===== src/rtl/dlx_mem_pkg.sv =====
// Shared types for the DLX memory access sequencer: FSM states, access sizes and byte-lane shifts.
// Used by dlx_mem_seq and dlx_mem_lane; the optional MEM_ALIGN_CHECK_EN macro affects dlx_mem_seq only.
package dlx_mem_pkg;

    typedef enum logic [1:0] {
        IDLE,
        RD,
        WR,
        RESP
    } state_e;

    typedef enum logic [1:0] {
        BYTE,
        HALF,
        WORD
    } size_e;

    // Big-endian lane positions: bit index of the lane's LSB within the 32-bit word.
    localparam logic [4:0] BYTE_LANE_SHIFT [4] = '{5'd24, 5'd16, 5'd8, 5'd0};
    localparam logic [4:0] HALF_LANE_SHIFT [2] = '{5'd16, 5'd0};

    function automatic size_e decode_size(input logic wr, input logic sb, input logic sh,
                                          input logic lb, input logic lh);
        if (wr) begin
            return sb ? BYTE : (sh ? HALF : WORD);
        end
        return lb ? BYTE : (lh ? HALF : WORD);
    endfunction

endpackage


===== src/rtl/dlx_mem_lane.sv =====
// Combinational byte-lane unit: merges store data into a read word and extracts/extends load lanes.
module dlx_mem_lane
    import dlx_mem_pkg::*;
(
    input  logic  [31:0] word,
    input  logic  [31:0] wdata,
    input  size_e        size,
    input  logic  [1:0]  offset,
    input  logic         extend,
    output logic  [31:0] merged,
    output logic  [31:0] extracted
);

    genvar gi;
    generate
        for (gi = 0; gi < 4; gi++) begin : g_lane
            localparam int          HI      = 31 - 8 * gi;
            localparam logic [1:0]  LANE    = 2'(gi);
            localparam logic        HALF_IX = 1'(gi / 2);
            localparam bit          HI_BYTE = (gi % 2 == 0);

            logic       hit;
            logic [7:0] new_byte;

            always_comb begin
                hit      = 1'b0;
                new_byte = wdata[HI -: 8];
                if (size == BYTE) begin
                    hit      = (offset == LANE);
                    new_byte = wdata[7:0];
                end else if (size == HALF) begin
                    hit      = (offset[1] == HALF_IX);
                    new_byte = HI_BYTE ? wdata[15:8] : wdata[7:0];
                end else begin
                    hit      = 1'b1;
                end
            end

            assign merged[HI -: 8] = hit ? new_byte : word[HI -: 8];
        end
    endgenerate

    logic [7:0]  lane_b;
    logic [15:0] lane_h;

    assign lane_b = word[BYTE_LANE_SHIFT[offset] +: 8];
    assign lane_h = word[HALF_LANE_SHIFT[offset[1]] +: 16];

    always_comb begin
        extracted = word;
        if (size == BYTE) begin
            extracted = {{24{extend & lane_b[7]}}, lane_b};
        end else if (size == HALF) begin
            extracted = {{16{extend & lane_h[15]}}, lane_h};
        end
    end

endmodule


===== src/rtl/dlx_mem_seq.sv =====
// Multi-cycle load/store sequencer between the DLX datapath and a 32-bit word memory port.
// Define MEM_ALIGN_CHECK_EN to report misaligned halfword/word accesses via rsp_err.
module dlx_mem_seq
    import dlx_mem_pkg::*;
#(
    parameter int ADDR_W = 32
) (
    input  logic              clk,
    input  logic              rst_n,
    input  logic              req_valid,
    output logic              req_ready,
    input  logic              req_wr,
    input  logic              req_sb,
    input  logic              req_sh,
    input  logic              req_lb,
    input  logic              req_lh,
    input  logic              req_load_extend,
    input  logic [ADDR_W-1:0] req_addr,
    input  logic [31:0]       req_wdata,
    output logic              rsp_valid,
    output logic [31:0]       rsp_rdata,
    output logic              rsp_err,
    output logic              mem_req,
    output logic              mem_we,
    output logic [ADDR_W-1:0] mem_addr,
    output logic [31:0]       mem_wdata,
    input  logic              mem_ack,
    input  logic [31:0]       mem_rdata
);

    state_e            state_reg;
    logic              req_ready_reg;
    logic              rsp_valid_reg;
    logic [31:0]       rsp_rdata_reg;
    logic              mem_req_reg;
    logic              mem_we_reg;
    logic [ADDR_W-1:0] mem_addr_reg;
    logic [31:0]       mem_wdata_reg;

    logic              wr_reg;
    size_e             size_reg;
    logic              ext_reg;
    logic [1:0]        offset_reg;
    logic [31:0]       wdata_reg;

    size_e             req_size;
    logic              misaligned;
    logic [31:0]       merged;
    logic [31:0]       extracted;

    assign req_size = decode_size(req_wr, req_sb, req_sh, req_lb, req_lh);

`ifdef MEM_ALIGN_CHECK_EN
    logic rsp_err_reg;

    always_comb begin
        misaligned = 1'b0;
        if (req_size == HALF) begin
            misaligned = req_addr[0];
        end else if (req_size == WORD) begin
            misaligned = |req_addr[1:0];
        end
    end

    // High only during the RESP cycle that follows a rejected request.
    always_ff @(posedge clk or negedge rst_n) begin
        if (!rst_n) begin
            rsp_err_reg <= 1'b0;
        end else begin
            rsp_err_reg <= (state_reg == IDLE) && req_valid && misaligned;
        end
    end

    assign rsp_err = rsp_err_reg;
`else
    assign misaligned = 1'b0;
    assign rsp_err    = 1'b0;
`endif

    dlx_mem_lane u_lane (
        .word      (mem_rdata),
        .wdata     (wdata_reg),
        .size      (size_reg),
        .offset    (offset_reg),
        .extend    (ext_reg),
        .merged    (merged),
        .extracted (extracted)
    );

    always_ff @(posedge clk or negedge rst_n) begin
        if (!rst_n) begin
            state_reg     <= IDLE;
            req_ready_reg <= 1'b1;
            rsp_valid_reg <= 1'b0;
            rsp_rdata_reg <= '0;
            mem_req_reg   <= 1'b0;
            mem_we_reg    <= 1'b0;
            mem_addr_reg  <= '0;
            mem_wdata_reg <= '0;
            wr_reg        <= 1'b0;
            size_reg      <= WORD;
            ext_reg       <= 1'b0;
            offset_reg    <= '0;
            wdata_reg     <= '0;
        end else begin
            rsp_valid_reg <= 1'b0;
            case (state_reg)
                IDLE: begin
                    if (req_valid) begin
                        wr_reg        <= req_wr;
                        size_reg      <= req_size;
                        ext_reg       <= req_load_extend;
                        offset_reg    <= req_addr[1:0];
                        wdata_reg     <= req_wdata;
                        req_ready_reg <= 1'b0;
                        if (misaligned) begin
                            state_reg     <= RESP;
                            rsp_valid_reg <= 1'b1;
                        end else begin
                            mem_req_reg  <= 1'b1;
                            mem_addr_reg <= {req_addr[ADDR_W-1:2], 2'b00};
                            // Sub-word stores need the old word first (read-modify-write).
                            if (!req_wr || req_size != WORD) begin
                                state_reg  <= RD;
                                mem_we_reg <= 1'b0;
                            end else begin
                                state_reg     <= WR;
                                mem_we_reg    <= 1'b1;
                                mem_wdata_reg <= req_wdata;
                            end
                        end
                    end
                end
                RD: begin
                    if (mem_ack) begin
                        if (!wr_reg) begin
                            state_reg     <= RESP;
                            rsp_rdata_reg <= extracted;
                            rsp_valid_reg <= 1'b1;
                            mem_req_reg   <= 1'b0;
                        end else begin
                            state_reg     <= WR;
                            mem_we_reg    <= 1'b1;
                            mem_wdata_reg <= merged;
                        end
                    end
                end
                WR: begin
                    if (mem_ack) begin
                        state_reg     <= RESP;
                        rsp_valid_reg <= 1'b1;
                        mem_req_reg   <= 1'b0;
                        mem_we_reg    <= 1'b0;
                    end
                end
                RESP: begin
                    state_reg     <= IDLE;
                    req_ready_reg <= 1'b1;
                end
                default: begin
                    state_reg     <= IDLE;
                    req_ready_reg <= 1'b1;
                end
            endcase
        end
    end

    assign req_ready = req_ready_reg;
    assign rsp_valid = rsp_valid_reg;
    assign rsp_rdata = rsp_rdata_reg;
    assign mem_req   = mem_req_reg;
    assign mem_we    = mem_we_reg;
    assign mem_addr  = mem_addr_reg;
    assign mem_wdata = mem_wdata_reg;

endmodule


===== config.mk =====
export PLATFORM = sky130hd
export DESIGN_NAME = dlx_mem_seq
export DESIGN_NICKNAME = d
export VERILOG_FILES = /design/src/rtl/dlx_mem_pkg.sv /design/src/rtl/dlx_mem_lane.sv /design/src/rtl/dlx_mem_seq.sv
export SDC_FILE = /design/constraint.sdc
export NUM_CORES = 1
export LEC_CHECK = 0
export ABC_CLOCK_PERIOD_IN_PS = 2300
export CAP_MARGIN = 20
export CORE_ASPECT_RATIO = 0.9
export CORE_MARGIN = 3
export CORE_UTILIZATION = 60
export CTS_CLUSTER_SIZE = 40
export DETAILED_ROUTE_END_ITERATION = 6
export DONT_BUFFER_PORTS = 1
export PLACE_DENSITY = 0.78
export SYNTH_ARGS = -nofsm -noshare
export SYNTH_HDL_FRONTEND = slang
export SYNTH_SLANG_ARGS = --single-unit

===== constraint.sdc =====
create_clock -name clk -period 2.3 [get_ports clk]
set_clock_uncertainty 0.15 [all_clocks]
set_input_delay 0.345 -clock clk [delete_from_list [all_inputs] [get_ports clk]]
set_output_delay 0.345 -clock clk [all_outputs]
set_load 0.05 [all_outputs]

==> Word level (Yosys, flattened, before mapping) <==
Index checks and enable logic that the tools add are counted.
{ "op_classes": {"magnitude_cmp": 2, "shifts": 2, "eq_ne": 14, "reduce_logical": 15, "addsub": 0, "n_div": 0, "n_bitwise": 6, "mux": 57, "multipliers": 0} }
{ "ops": {"columns": ["cell", "n"], "rows": [
  ["32-bit 2-to-1 mux", 6],
  ["8-bit 2-to-1 mux", 9],
  ["32-bit one-hot mux with 2 select lines", 1],
  ["32-bit by 6-bit variable part select with 16-bit output", 1],
  ["32-bit by 6-bit variable part select with 8-bit output", 1],
  ["5-bit 2-to-1 mux", 5],
  ["1-bit 2-to-1 mux", 20],
  ["2-bit 2-to-1 mux", 10],
  ["5-bit AND reduction", 3],
  ["2-bit inequality test, second input constant", 7],
  ["5-bit binary-select mux with 2-bit select", 1],
  ["2-bit == test, second input constant", 4],
  ["2-bit one-hot mux with 4 select lines", 1],
  ["2-bit by 1-bit == test with 1-bit output, second input constant", 3],
  ["2-bit logical NOT", 3],
  ["1-bit one-hot mux with 3 select lines", 2],
  ["3-bit AND reduction", 2],
  ["1-bit one-hot mux with 2 select lines", 2],
  ["2-bit AND reduction", 2],
  ["2-bit nonzero test", 2],
  ["3-bit greater-or-equal comparator, second input constant", 1],
  ["2-bit inverter with 3-bit output", 1],
  ["3-bit nonzero test", 1],
  ["1-bit bitwise AND", 2],
  ["other kinds (5)", 6]
]} }
{ "totals": {"out_inout_bits": 101, "ram_bits": 0, "inputBits": 106, "word_cells": 109, "latchBits": 0, "memories": 0, "mem_bits_ro": 0, "regBits": 138} }

==> Logic depth before layout (Yosys ltp) <==
Gate-level depths: netlist of the first run.
{ "logic_depth": {"word_depth": 9, "depth_mapped": 8, "mapped_depth_nobuf": 6} }

==> Cells and area by module <==
From an unflattened synthesis of the first run, not the netlist that was laid out.
{ "unflattened": {"cells_unflattened": 563, "area_unflattened_um2": 7252.0} }
{ "by_module_without_submodules": {"columns": ["mod", "instances", "cells_per_inst", "area_per_inst_um2", "seq_area_each_um2"], "rows": [
  ["dlx_mem_seq", 1, 366, 5731.7, 3455.8],
  ["dlx_mem_lane", 1, 197, 1520.2, 0.0]
]} }

==> Worst setup path after synthesis of the first run <==
Ideal clock, no wire load.
{ "synth_path": {"path_type": "flip-flop to flip-flop", "from": "register state_reg[1]", "to": "register mem_req_reg (netlist: mem_req)", "path_slack_ns": 0.459, "synth_period_minus_slack_ns": 1.841, "setup_ns": 0.125, "path_buffers": 1, "arrival_ns": 1.566, "required_time_ns": 2.025, "path_stages_with_launch": 8, "path_cell_list": "dfrtp_1 -> inv_1 -> ha_1 -> buf_2 -> nor2_1 -> o22ai_1 -> a211oi_1 -> mux2_2"} }
{ "synth_via": {"elab_chain_cells": 3, "elab_cells_between_ends": 10, "classes_between": "eq/ne (6); mux (1); reduce/logical (3)"} }
{ "synth_rtl": {"columns": ["item", "line_no", "rtl"], "rows": [
  ["start, declared", "dlx_mem_seq.sv:31", "state_e state_reg;"],
  ["start signal, assigned", "dlx_mem_seq.sv:92", "state_reg <= IDLE;"],
  ["start signal, assigned", "dlx_mem_seq.sv:117", "state_reg <= RESP;"],
  ["start signal, assigned", "dlx_mem_seq.sv:124", "state_reg <= RD;"],
  ["2-bit by 1-bit == test with 1-bit output, or another cell as far along", "dlx_mem_seq.sv:107", "case (state_reg)"],
  ["2-bit inequality test (no line) / 3-bit nonzero test (equally long branches)", null, null],
  ["5-bit AND reduction (no line)", null, null],
  ["end signal, assigned", "dlx_mem_seq.sv:96", "mem_req_reg <= 1'b0;"],
  ["end signal, assigned", "dlx_mem_seq.sv:120", "mem_req_reg <= 1'b1;"],
  ["end signal, assigned", "dlx_mem_seq.sv:140", "mem_req_reg <= 1'b0;"],
  ["end, declared", "dlx_mem_seq.sv:35", "logic mem_req_reg;"]
]} }
Several ways; a longest one is shown, not always the timed one.
A chain may end at the register's enable or synchronous reset.

==> Worst setup path in the final report of the first run <==
{ "layout_path": {"from": "register state_reg[1]", "to": "register rsp_rdata_reg[13] (netlist: rsp_rdata[13])"} }
{ "layout_via": {"elab_chain_cells": 2} }
{ "layout_rtl": {"columns": ["item", "line_no", "rtl"], "rows": [
  ["2-bit by 1-bit == test with 1-bit output", "dlx_mem_seq.sv:107", null],
  ["3-bit AND reduction (no line)", null, null],
  ["end signal, assigned", "dlx_mem_seq.sv:138", "rsp_rdata_reg <= extracted;"],
  ["end, declared", "dlx_mem_seq.sv:34", "logic [31:0] rsp_rdata_reg;"]
]} }
No other way between the ends.

==> flow_summary_export.csv, run 1 <==
group,metric,value,unit
clocking,worstSkewPairLatency,420,ps
sta,holdWs,-535,ps
power,post-layout-total-power,0.0162,W
synth,postSynth.topFlopCell,"dfrtp_1",
critical_path,crit_path_start_kind,"register",
power,vdd.ir_drop.worst,1080,uV
clocking,root_buffer_selected_by_cts,"clkbuf_16",
critical_path,crit_path_max_fo,37,
sta,layout_worst_path_cycle_share,0.935,
final_layout,nNetsFinal,816,
sta,finalSetupViolations,0,
synth,number_of_distinct_library_cell_variants_in_the_gate_level_netlist_after_synthesis,51,
sta,final.min_clock_period,2150,ps
critical_path,worst_setup_path_end_kind,"register",
critical_path,critPathMaxStageDelay,410,ps
die,top_level_ports,207,
placement,port_buffers,0,
sta,max_freq,0.465,GHz
die,placeableCoreArea,0.0110,sq mm
drt,totalWireLength,20900,um
global_routing,groute.usage.overall,0.333,
clocking,tritoncts_clock_tree,"yes",
synth,synthArstFlopShare,1.00,
synth,netlist_top_cells_area,"dfrtp_1 (50%), mux2_2 (14%), nand2_1 (4.7%)",
synth,synth_top_cell_by_area,"dfrtp_1",
sta,final-hold-violation-count,138,
outcome,status,"finished with violations",
synth,synth_cells,620,
min_path,timing.hold.worst.class,"primary input to asynchronous set/reset pin",
drt,first_pass_iters,7,
clocking,clk_pin_slew_worst_paths,60,ps
die,initial_utilization,0.623,
clocking,cts_htree_levels,4,
outcome,violations,"hold timing",
drt,avgRoutedWirePerCell,24.0,um
critical_path,timing_worst_setup_path_type,"register to register",
job,timing.max_cap.violations,0,
power,power_density,1890,mW/mm^2
clocking,clkSinkCount,138,
clocking,cts_buffers,17,
sta,final.setup.tns,0,ps
sta,rsz0062_at_grt,"no",
synth,synth-edff-count,0,
sta,worst_slew_pin_slew,699,ps
final_layout,layout_commonest_cell,"dfrtp_1",
global_routing,grt_pass1_vias,5946,
synth,synth_seq_cells,138,
clocking,post-cts-setup-buffer-count,0,
die,die_area,0.0127,sq mm
final_layout,area.growth.synth_to_final,25.1,%
critical_path,crit_arrival,2290,ps
drt,final_routed_drc_violation_total,0,
critical_path,timing.critical_path.cells,"inv_1 -> ha_1 -> nand3b_1 -> buf_4 -> a221oi_1 -> a21oi_1",
synth,postSynthAreaPerCell,11.0,sq um
final_layout,antenna_diode_count,0,
die,die_height,107,um
die,die_width,119,um
critical_path,timing.critical_path.slowest_stage_cell,"dfrtp_1",
placement,hpwl,13300,um
drt,postRouteAntennaNets,0,
synth,synth-warning-count,0,
sta,drv_slew,0,
drt,starting_drc_count_in_detailed_routing,697,
synth,yosysSeqAreaShare,0.505,
global_routing,grt_first_pass_wirelength,32700,um
critical_path,cp.required,2440,ps
drt,post_drt_via_cell_ratio,6.54,
placement,finalWeightedCongestion,0.937,
die,num_rows,36,
final_layout,fillCellCount,702,
global_routing,maximum_number_of_pins_on_one_net_before_global_route_repair,139,
final_layout,most-common-layout-cells,"dfrtp_1 (136), dlygate4sd3_1 (96), nand2_1 (84)",
clocking,clockBufferDepth,2,
final_layout,layout-drive-gt1-share,0.209,
synth,syn_area,0.00684,sq mm
synth,netlist.area_leader.share,0.497,
global_routing,global_route.overflow_total,0,
power,leakagePower,3.67,nW
sta,slew_headroom,0.533,
global_routing,grt_antenna_before_repair,0,
drt,route.vias.total,5687,
==> report_power, final <==
group	internal (W)	switching, W
sequential	0.00363	0.00417
clock	0.00204	0.00106
combinational	0.00243	0.00282
total	0.00810	0.00806
==> repair_timing <==
action / CTS / global route
endpoints found under the hold margin: 260 / 139
hold buffers: 95 / 1
gates resized for setup: 0 / 2
setup endpoints to repair: 0 / 5
==> synth_stat cells (all sizes together) (5+ instances only) <==
cell type and n:
inv 6, ha 5, mux2 83, buf 33, nand2 86, nor2 16, a22o 9, a21oi 11
o21ai 51, clkbuf 14, nand3 34, a222oi 7, o211ai 25, nand2b 10, nand3b 26, dfrtp 136
mux2i 25, a221oi 15
==> cell families after synthesis <==
kind of cell / count (synthesis) / synth area share
DFF: 138 / 0.505
AOI/OAI and AO/OA: 134 / 0.139
and+or+nand+nor: 180 / 0.130
other: 1 / 0.000548
buffers and inverters: 53 / 0.0399
adders and majority gates: 5 / 0.00914
muxes: 109 / 0.176
==> worst paths after layout <==
path                                 endpoint  cells past startpoint  slack, ps           from
worst min register to register  wdata_reg[19]                      1        360  wdata_reg[19]
min in group clk                 rsp_rdata[5]                      2         20  mem_rdata[21]
worst max register to register  rsp_rdata[13]                      6        150   state_reg[1]
worst max-delay path            rsp_rdata[13]                      6        150   state_reg[1]
worst min-delay path            mem_wdata[15]                      0       -540          rst_n
max in group asynchronous         size_reg[1]                      0       2260          rst_n
==> final cells by class <==
| type | count | area [sq um] | area share |
|---|---|---|---|
| well taps | 152 | 190 | 0.0222 |
| repair buffers | 111 | 1090 | 0.127 |
| flip-flops and latches | 138 | 3460 | 0.404 |
| clock inverters | 15 | 246 | 0.0288 |
| inverters | 6 | 22.5 | 0.00263 |
| multi-input cells | 431 | 3130 | 0.365 |
| clock buffers | 17 | 425 | 0.0497 |
==> worst max-delay path: cells and delay by family, from the launching register on <==
family                     cells  cell delay, ps
AOI/OAI and AO/OA              2             460
adders and majority gates      1             310
buffers and inverters          2             450
DFF                            1             410
and+or+nand+nor                1             220
==> routing by layer <==
metal / up-vias / track usage / wire length [um]
li1: 2422 / - / -
met1: 2779 / 0.393 / 7400
met4: 0 / 0.160 / 845
met2: 409 / 0.540 / 10200
met5: - / 0 / 0
met3: 77 / 0.128 / 2440
==> per-stage QoR <==
stage | util | setup slack (ps) | std cells | hold WS, ps | instance area (sq um)
final | 0.779 | 150 | 870 | -535 | 8560
after global routing | 0.779 | 2.75 | 870 | -566 | 8560
after CTS | 0.777 | 162 | 869 | -550 | 8540
after detailed placement | 0.629 | 199 | 742 | -95.9 | 6920
after global placement | 0.629 | 330 | 742 | -96.7 | 6920
after floorplan | - | 459 | 622 | -101 | 6850
(Power assumes the default switching activity.)
==> run 2, diff against run 1 <==
==> constraint.sdc (replaced) <==
create_clock -name clk -period 2.3 [get_ports clk]
set_clock_uncertainty 0.15 [all_clocks]
set_input_delay 0.23 -clock clk [delete_from_list [all_inputs] [get_ports clk]]
set_output_delay 0.23 -clock clk [all_outputs]
set_load 0.05 [all_outputs]
==> flow_summary_export.csv, run 2 (synthesis results as in run 1) <==
group,metric,value,unit
clocking,worstSkewPairLatency,420,ps
critical_path,timing.critical_path.slowest_stage_cell,"mux4_2",
outcome,violations,"hold timing",
final_layout,fillCellCount,701,
drt,starting_drc_count_in_detailed_routing,738,
placement,port_buffers,0,
drt,postRouteAntennaNets,0,
clocking,root_buffer_selected_by_cts,"clkbuf_16",
power,power_density,1880,mW/mm^2
placement,finalWeightedCongestion,0.937,
die,die_width,119,um
die,num_rows,36,
critical_path,crit_path_max_fo,16,
sta,finalSetupViolations,0,
drt,route.top_layer_used,"met4",
die,die_area,0.0127,sq mm
power,vdd.ir_drop.worst,1070,uV
global_routing,global_route.overflow_total,0,
global_routing,maximum_number_of_pins_on_one_net_before_global_route_repair,139,
drt,first_pass_iters,7,
critical_path,timing.critical_path.cells,"mux4_2 -> o211ai_4 -> nand3_1",
die,initial_utilization,0.623,
die,placeableCoreArea,0.0110,sq mm
sta,holdWs,-644,ps
job,timing.max_cap.violations,0,
global_routing,grt_pass1_vias,6127,
sta,layout_worst_path_cycle_share,0.935,
final_layout,post-route-util,0.786,
clocking,clockBufferDepth,2,
final_layout,area.growth.synth_to_final,26.3,%
drt,route.met3.wl,2520,um
critical_path,critPathMaxStageDelay,620,ps
die,top_level_ports,207,
clocking,cts_htree_levels,4,
sta,worst_slew_pin_slew,688,ps
drt,post_drt_via_cell_ratio,6.61,
die,die_height,107,um
global_routing,grt_first_pass_wirelength,33600,um
sta,final-hold-violation-count,138,
sta,final.setup.tns,0,ps
critical_path,crit_arrival,2260,ps
final_layout,layout-drive-gt1-share,0.207,
sta,final.min_clock_period,2150,ps
min_path,timing.hold.worst.class,"primary input to asynchronous set/reset pin",
critical_path,cpLargestDelayFamily,"multiplexers",
clocking,cts_hold_repair.buffers,104,
critical_path,cp.required,2410,ps
drt,route.layer.met1.wl,7550,um
sta,drv_slew,0,
clocking,tritoncts_clock_tree,"yes",
sta,max_freq,0.465,GHz
placement,hpwl,13300,um
drt,totalWireLength,21500,um
clocking,clkSinkCount,138,
critical_path,worst_setup_path_end_kind,"register",
drt,route.vias.total,5817,
sta,rsz0062_at_grt,"no",
global_routing,grt_antenna_before_repair,0,
final_layout,most-common-layout-cells,"dfrtp_1 (136), dlygate4sd3_1 (104), nand2_1 (84)",
drt,final_routed_drc_violation_total,0,
sta,slew_headroom,0.541,
final_layout,layout_commonest_cell,"dfrtp_1",
global_routing,groute.usage.overall,0.343,
final_layout,layout.cell_area.non_filler,0.00864,sq mm
clocking,clk_pin_slew_worst_paths,60,ps
power,leakagePower,3.71,nW
critical_path,cp.buffers_inverters,0,
final_layout,nNetsFinal,824,
placement,placedInstanceArea,0.00692,sq mm
critical_path,timing_worst_setup_path_type,"register to register",
critical_path,crit_path_start_kind,"register",
drt,avgRoutedWirePerCell,24.5,um
clocking,cts_buffers,17,
outcome,status,"finished with violations",
drt,routed-wl-met2,10500,um
==> run 2: cell count changes in the layout (fill, tap and decap cells not counted) <==
cell / change
dlygate4sd3_1: +8
diode_2: +2
==> run 2: timing repair <==
action | 4_1_cts | 5_1_grt
endpoints found under the setup margin | 0 | 4
hold endpoints to repair | 272 | 138
gates resized for setup | 0 | 2
buffers inserted | 0 | 0
==> run 2: per-stage QoR <==
stage               setup slack, ps  instances  power (W)  hold slack [ps]
CTS                             162        878     0.0160             -665
global route                   9.12        878     0.0169             -672
floorplan                       459        622     0.0114             -216
global placement                330        742     0.0124             -212
detailed placement              199        742     0.0127             -211
finish                          150        880     0.0162             -644
==> run 2: worst reg2reg max path: stages, from the launching register on <==
cell and delay [ps]:
dfrtp_1 590, mux4_2 630, o211ai_4 440, nand3_1 190
==> run 2: where the power goes <==
part           switching [W]  internal [W]
clock                0.00107       0.00204
sequential           0.00417       0.00363
combinational        0.00287       0.00244
==> run 2: final timing paths <==
kind                          startpoint             to  slack, ps  cells after the start
min                                rst_n  mem_wdata[19]       -640                      0
max                        offset_reg[0]  rsp_rdata[16]        150                      3
min reg2reg                wdata_reg[19]  wdata_reg[19]        360                      1
min in group clk            mem_rdata[9]   rsp_rdata[9]         20                      3
max in group asynchronous          rst_n    size_reg[1]       2380                      0
max reg2reg                offset_reg[0]  rsp_rdata[16]        150                      3
==> run 2: cell type report <==
type	instances	area (sq um)	share of cell area
Timing Repair Buffer	119	1170	0.135
Tap cell	152	190	0.0220
Multi-Input combinational cell	431	3130	0.362
Clock inverter	15	246	0.0285
Sequential cell	138	3460	0.400
Antenna cell	2	5.00	0.000579
Clock buffer	17	425	0.0492
Inverter	6	22.5	0.00261
==> run 2: per-layer routing <==
metal  GRT usage  vias up
met5           0        -
met4       0.179        0
met3       0.131       90
met2       0.559      431
met1       0.397     2851
li1            -     2445
